--- src/rtl/clb_cfg_loader.sv ---
// Serial CLB configuration loader: hunts a preamble, reads a frame count, then
// deserialises parity/stop-checked frames into per-CLB configuration writes.
module clb_cfg_loader #(
  parameter int unsigned CFG_W    = 37,
  parameter int unsigned ADDR_W   = 6,
  parameter logic [3:0]  PREAMBLE = 4'b0010
) (
  input  logic              K,
  input  logic              RST_N,
  input  logic              DIN,
  input  logic              DIN_EN,
  output logic [CFG_W-1:0]  CFG_DATA,
  output logic [ADDR_W-1:0] CFG_ADDR,
  output logic              CFG_WE,
  output logic              DONE,
  output logic              ERR
);

  localparam int unsigned     MaxCnt    = (CFG_W > ADDR_W) ? CFG_W : ADDR_W;
  localparam int unsigned     CntW      = $clog2(MaxCnt);
  localparam logic [CntW-1:0] LastData  = CntW'(CFG_W - 1);
  localparam logic [CntW-1:0] LastCount = CntW'(ADDR_W - 1);

  typedef enum logic [2:0] {
    StHunt,
    StCount,
    StData,
    StPar,
    StStop,
    StDone,
    StErr
  } state_e;

  state_e              r_state, w_state_d;
  logic [3:0]          r_win, w_win_d;
  logic [ADDR_W-1:0]   r_n, w_n_d;
  logic [CntW-1:0]     r_cnt, w_cnt_d;
  logic [CFG_W-1:0]    r_sr, w_sr_d;
  logic [ADDR_W-1:0]   r_idx, w_idx_d;
  logic                r_par_bad, w_par_bad_d;
  logic [CFG_W-1:0]    r_cfg_data, w_cfg_data_d;
  logic [ADDR_W-1:0]   r_cfg_addr, w_cfg_addr_d;
  logic                r_we, w_we_d;
  logic                r_done, w_done_d;
  logic                r_err, w_err_d;
  logic [ADDR_W-1:0]   w_idx_inc;

  assign w_idx_inc = r_idx + 1'b1;

  always_ff @(posedge K or negedge RST_N) begin
    if (!RST_N) begin
      r_state    <= StHunt;
      r_win      <= '0;
      r_n        <= '0;
      r_cnt      <= '0;
      r_sr       <= '0;
      r_idx      <= '0;
      r_par_bad  <= 1'b0;
      r_cfg_data <= '0;
      r_cfg_addr <= '0;
      r_we       <= 1'b0;
      r_done     <= 1'b0;
      r_err      <= 1'b0;
    end else begin
      r_state    <= w_state_d;
      r_win      <= w_win_d;
      r_n        <= w_n_d;
      r_cnt      <= w_cnt_d;
      r_sr       <= w_sr_d;
      r_idx      <= w_idx_d;
      r_par_bad  <= w_par_bad_d;
      r_cfg_data <= w_cfg_data_d;
      r_cfg_addr <= w_cfg_addr_d;
      r_we       <= w_we_d;
      r_done     <= w_done_d;
      r_err      <= w_err_d;
    end
  end

  always_comb begin
    w_state_d    = r_state;
    w_win_d      = r_win;
    w_n_d        = r_n;
    w_cnt_d      = r_cnt;
    w_sr_d       = r_sr;
    w_idx_d      = r_idx;
    w_par_bad_d  = r_par_bad;
    w_cfg_data_d = r_cfg_data;
    w_cfg_addr_d = r_cfg_addr;
    w_we_d       = 1'b0;
    // DONE is registered off the state so it trails the final write strobe.
    w_done_d     = r_done | (r_state == StDone);
    w_err_d      = r_err;

    case (r_state)
      StHunt: begin
        if (DIN_EN) begin
          w_win_d = {r_win[2:0], DIN};
          if (w_win_d == PREAMBLE) begin
            w_state_d = StCount;
            w_cnt_d   = '0;
          end
        end
      end

      StCount: begin
        if (DIN_EN) begin
          w_n_d = {r_n[ADDR_W-2:0], DIN};
          if (r_cnt == LastCount) begin
            w_cnt_d = '0;
            w_idx_d = '0;
            w_state_d = (w_n_d == '0) ? StDone : StData;
          end else begin
            w_cnt_d = r_cnt + 1'b1;
          end
        end
      end

      StData: begin
        if (DIN_EN) begin
          w_sr_d = {r_sr[CFG_W-2:0], DIN};
          if (r_cnt == LastData) begin
            w_cnt_d   = '0;
            w_state_d = StPar;
          end else begin
            w_cnt_d = r_cnt + 1'b1;
          end
        end
      end

      StPar: begin
        if (DIN_EN) begin
          w_par_bad_d = DIN ^ (^r_sr);
          w_state_d   = StStop;
        end
      end

      StStop: begin
        if (DIN_EN) begin
          if (DIN && !r_par_bad) begin
            w_cfg_data_d = r_sr;
            w_cfg_addr_d = r_idx;
            w_we_d       = 1'b1;
            w_idx_d      = w_idx_inc;
            w_state_d    = (w_idx_inc == r_n) ? StDone : StData;
          end else begin
            w_err_d   = 1'b1;
            w_state_d = StErr;
          end
        end
      end

      StDone: w_state_d = StDone;
      StErr:  w_state_d = StErr;
      default: w_state_d = StHunt;
    endcase
  end

  assign CFG_DATA = r_cfg_data;
  assign CFG_ADDR = r_cfg_addr;
  assign CFG_WE   = r_we;
  assign DONE     = r_done;
  assign ERR      = r_err;

endmodule

--- config.mk ---
export PLATFORM = sky130hd
export DESIGN_NAME = clb_cfg_loader
export DESIGN_NICKNAME = d
export VERILOG_FILES = /design/src/rtl/clb_cfg_loader.sv
export SDC_FILE = /design/constraint.sdc
export NUM_CORES = 1
export LEC_CHECK = 0
export BUFFER_PORTS_ARGS = -buffer_cell sky130_fd_sc_hd__buf_2
export CAP_MARGIN = 30
export CORE_MARGIN = 1.5
export CORE_UTILIZATION = 59
export DETAILED_ROUTE_END_ITERATION = 7
export PLACE_DENSITY = 0.8
export SETUP_SLACK_MARGIN = 0.4
export SYNTH_ARGS = -nofsm -noshare
export SYNTH_HDL_FRONTEND = slang
export SYNTH_SLANG_ARGS = --single-unit
--- constraint.sdc ---
create_clock -name K -period 2.3 [get_ports K]
set_clock_uncertainty 0.05 [all_clocks]
set_input_delay 0.575 -clock K [delete_from_list [all_inputs] [get_ports K]]
set_output_delay 0.575 -clock K [all_outputs]
set_load 0.02 [all_outputs]
Word-level counts from Yosys, hierarchy flattened
Cells that the tools add are included.
Word-level totals
  word-level logic and storage cells: 79
  output and inout port bits: 46
  register bits: 108
Operators by class
  mux-type cells: 27
  equality and inequality tests: 19
  $add $sub $neg: 2
  bitwise gates (word level): 3
  reduce and logical (&&, ||, !) cells: 16
Operator list (count)
  $mux 6: 10
  $reduce_xor 37->1: 1
  $mux 3: 11
  $pmux 3 s7: 1
  $ne 2x2->1 const B: 9
  $pmux 6 s3: 1
  $add 6x1->6 const B: 2
  $pmux 6 s2: 1
  $reduce_and 5->1: 2
  $eq 3x3->1 const B: 3
  $reduce_and 2->1: 4
  $reduce_and 8->1: 1
  $eq 3x2->1 const B: 2
  $eq 6x3->1 const B: 1
  $eq 6x6->1: 1
  $eq 6x6->1 const B: 1
  $logic_not 6->1: 1
  $reduce_and 3->1: 2
  $eq 4x2->1 const B: 1
  $eq 3x1->1 const B: 1
  $logic_not 3->1: 1
  $mux 1: 3
  $reduce_bool 3->1: 1
  $reduce_bool 2->1: 1
  other kinds (5): 5

Logic depth before layout (Yosys ltp)
  depth in word-level cells: 6
  mapped depth: 8

Worst setup path after synthesis
OpenSTA, ideal clock, no wires.
  path type: input to register
  start: input port DIN_EN
  end: register r_sr[10]
  stages on the path: 5
  path buffers: 2
  setup time: 0.125 ns
  required time: 2.125 ns
  data arrival time: 1.771 ns
  path slack: 0.354 ns
  cells stage by stage: buf_2 -> nand2b_1 -> nor2_2 -> buf_2 -> mux2_2
On the way
  longest elaborated chain between the ends: 1
RTL lines
  start, declared: RTL line 11  | input logic DIN_EN,
  $reduce_and 2->1 (no source line)
  end signal, assigned: RTL line 69  | r_sr <= w_sr_d;
  end, declared: RTL line 38  | logic [CFG_W-1:0] r_sr, w_sr_d;
Every way passes these cells.
A chain may end at the register's enable or synchronous reset.

Worst setup path in the final report
  start: register r_idx[1]
  end: register r_state[0]
On the way
  longest elaborated chain between the ends: 6
RTL lines
  start, declared: RTL line 39  | logic [ADDR_W-1:0] r_idx, w_idx_d;
  start signal, assigned: RTL line 70  | r_idx <= w_idx_d;
  $add 6x1->6: RTL line 48  | assign w_idx_inc = r_idx + 1'b1;
  $eq 6x6->1: RTL line 145  | w_state_d = (w_idx_inc == r_n) ? StDone : StData;
  $mux 3: RTL line 145
  $mux 3: RTL line 140  | if (DIN && !r_par_bad) begin
  $mux 3: RTL line 139  | if (DIN_EN) begin
  $pmux 3 s7: RTL line 95  | case (r_state)
  end signal, assigned: RTL line 52  | r_state <= StHunt;
  end signal, assigned: RTL line 65  | r_state <= w_state_d;
  end, declared: RTL line 34  | state_e r_state, w_state_d;
Every way passes these cells. The select of a mux whose other input is x is not followed.

==> metrics.txt <==
largest net degree at the start of global routing=53; Largest stage delay, worst path=roughly 450 ps; max_slew headroom=approximately 70%; CP startpoint kind=flip-flop; Seq pwr share=between 40% and 50%; Reg2Reg Setup Slack=approximately 380 ps; Final GP Congestion=about 0.77; total CTS buffers=9; pwr dens=approximately 870 nW/µm²; sequential share of the synthesized area=a little under three fifths; Final Cycle Share=a little over four fifths; CTS tree=built; total leakage power=around 2.9 nW; initial DRC count=~190; # diodes=0; Post-synth EDFFs=0; Layout fillers=579; Layout area overhead=16.09%; fmax=approximately 520 MHz; IO Port Bufs=49; CP max FO=4; Net Sw Frac=33.03%; flops & latches, synth=about 110; Synth top cells by count=nand2_1 (143), dfrtp_1 (108), mux2_2 (45); first-pass GRT wire length=approximately 15,000 µm; final setup vio count=0; share of layout cells above drive strength 1=around 30%; combinational power share=between 20% and 30%; Worst-Margin Slew=roughly 450 ps; Detailed Routing Iterations Pass 1=4; gr usage total=22.17%; Std-Cell Rows=32; WHS=91.38 ps; drt drc=0; H-tree depth=3; Worst-Skew Late Latency=370 ps; dpl ws=between 200 and 250 ps; critical path type=reg -> reg; synthesized cell area=slightly below 5000 µm²; clock share of power=23.0%; RSZ-0062 raised after global routing=yes; Die W=93.91 µm; Arr. time, crit path=between 2000 and 2500 ps; core area=between 7000 and 8000 µm²; Critical R2R Capture=r_state[0]$_DFFE_PN0P_; initial antenna violation count=0; cell with the most instances after synthesis=nand2_1; DR vias=between 3,000 and 4,000; DR vias/cell=around 5.4; Initial Util=slightly above 60%; Ys Warns=0; Routed Antenna Nets=0; launch point of the critical path=r_idx[1]$_DFFE_PN0P_; Worst Setup EP=r_state[0]$_DFFE_PN0P_; Psw=1.634 mW; area of the die=approximately 9000 µm²; setup_tns=0 ps; Setup WS post-layout=approximately 380 ps; Synth Flop Type=dfrtp_1; WL final=~9400 µm; Synth area leaders=dfrtp_1 (55%), nand2_1 (11%), mux2_2 (10%), xnor2_1 (6.5%), xor2_1 (1.6%); Worst VDD drop=around 0.63 mV; number of global-route vias before repair=around 3,300; Synth top area share=a little under three fifths; Setup crit end kind=flip-flop; post-layout min period=1919 ps; Die Y-Extent=between 90 and 100 µm; DR WL/cell=15.05 µm; worst r2r src=r_idx[1]$_DFFE_PN0P_; largest area contributor in the netlist=dfrtp_1; hold_buf cts=0; post-route insts no fill=approximately 620; Slowest cell on crit path=dfrtp_1; Unique masters post-synth=44; clock slew at reported path FFs=between 100 and 150 ps; Placed Instances=around 600; Nets=approximately 520; grt total ovfl=0; CTS Buffer Depth=2; Critical Path RT=~2500 ps; Ports=50; Cells after Synth=between 400 and 500; crit path cell chain=ha_4, and3_4, xnor3_1, and4_4, nand3_2, o32a_1, o22ai_1; Clock Tree Root=clkbuf_8; cell count of the worst reg-to-reg path=7; Int Pwr=between 3 and 4 mW; Slew Viols, Final=0; dpl hpwl=around 6000 µm; Avg Inst Size Synth=about 11 µm²; clock sink total=108; status=complete, no violations; worst hold path class=in -> async; Mapped Nets=465; maxcap violations=0; Hold Fails Final Rpt=0; ys async rst share=100.0%
==> repair_timing <==
item / CTS / global route
endpoints found under the setup margin: 11 / 55
gates cloned: 0 / 0
gates resized for setup: 9 / 18
setup buffers: 4 / 3
pin swaps: 4 / 3
==> power groups by stage <==
stage / Clock [mW] / Combinational (mW) / Sequential, mW
floorplan: 0 / 1.02 / 2.33
global placement: 0 / 1.22 / 2.38
detailed placement: 0 / 1.27 / 2.39
CTS: 1.16 / 1.37 / 2.35
global route: 1.23 / 1.55 / 2.41
finish: 1.14 / 1.43 / 2.37
==> worst max-delay path: cells and delay by family, from the launching register on <==
kind,cells,cell delay (ps)
AOI/OAI and AO/OA,2,460
xor gates and xnor gates,1,190
adders and majority gates,1,200
DFF,1,450
and+or+nand+nor,3,480
==> state kept, by name, indices dropped and copies added (netlist names), 3 cells and up <==
signal    count
CFG_DATA     37
r_win         3
CFG_ADDR      6
r_state       3
r_n           6
r_idx         6
r_cnt         6
r_sr         37
==> layer usage <==
| layer | part of all wire [%] | vias up | GRT usage, % |
|---|---|---|---|
| met5 | 0 | - | 0 |
| met4 | 0.50 | 0 | 5.846 |
| met3 | 3.5 | 4 | 5.097 |
| met2 | 51 | 69 | 37.74 |
| met1 | 45 | 1680 | 28.63 |
| li1 | - | 1619 | - |
==> cells by family after synthesis <==
family	synth area share [%]
AOI/OAI and AO/OA	5.825
xor gates and xnor gates	9.007
adders and majority gates	1.026
buffers and inverters	2.335
DFF	55.43
muxes	10.39
and+or+nand+nor	15.99
==> through the flow <==
stage / area, µm² / utilization (%) / total power, mW
2_1_floorplan: 4881 / - / 3.357
3_3_place_gp: 5291 / 67.43 / 3.606
3_5_place_dp: 5291 / 67.43 / 3.661
4_1_cts: 5563 / 70.89 / 4.881
5_1_grt: 5660 / 72.13 / 5.188
6_report: 5660 / 72.13 / 4.947
==> worst min-delay path by stage <==
stage	from	end	slack, ps	cells after the start
global placement	DONE$_DFF_PN0_	DONE$_DFF_PN0_	380	1
finish	RST_N	CFG_DATA[27]$_DFFE_PN0P_	90	1
detailed placement	DONE$_DFF_PN0_	DONE$_DFF_PN0_	390	1
floorplan	RST_N	CFG_ADDR[0]$_DFFE_PN0P_	230	0
global route	RST_N	CFG_DATA[27]$_DFFE_PN0P_	110	1
CTS	RST_N	CFG_DATA[3]$_DFFE_PN0P_	90	1
==> cell usage in the layout, fill, tap and decap left out, types with 2 or more instances in the layout <==
cell type / synthesis / final
inv_1: 8 / 8
nand3_1: 10 / 7
nand3_2: 0 / 3
o21ai_1: 2 / 2
nor2_1: 13 / 12
clkinv_8: 0 / 2
o21ai_0: 13 / 13
buf_2: 13 / 48
inv_8: 0 / 2
xnor2_1: 36 / 31
mux2_2: 45 / 45
nor3_1: 3 / 3
buf_12: 0 / 4
o41ai_2: 2 / 2
xnor3_1: 2 / 2
buf_4: 0 / 11
ha_1: 4 / 3
xor2_1: 9 / 9
o21bai_1: 3 / 3
a21oi_1: 4 / 4
nand2_1: 143 / 143
dfrtp_2: 0 / 7
clkbuf_8: 0 / 9
xnor2_2: 0 / 5
o31ai_1: 4 / 4
nand2b_1: 5 / 4
and3_4: 0 / 2
dfrtp_1: 108 / 101
==> final cells by class <==
class / instances / area (µm²) / area share (%)
Inverter: 9 / 33.78 / 0.5968
Timing Repair Buffer: 64 / 414.1 / 7.317
Clock inverter: 7 / 80.08 / 1.415
Sequential cell: 108 / 2711 / 47.90
Clock buffer: 9 / 123.9 / 2.188
Multi-Input combinational cell: 323 / 2170 / 38.33
Tap cell: 102 / 127.6 / 2.255
No activity file was read; power rests on OpenSTA's default activity.
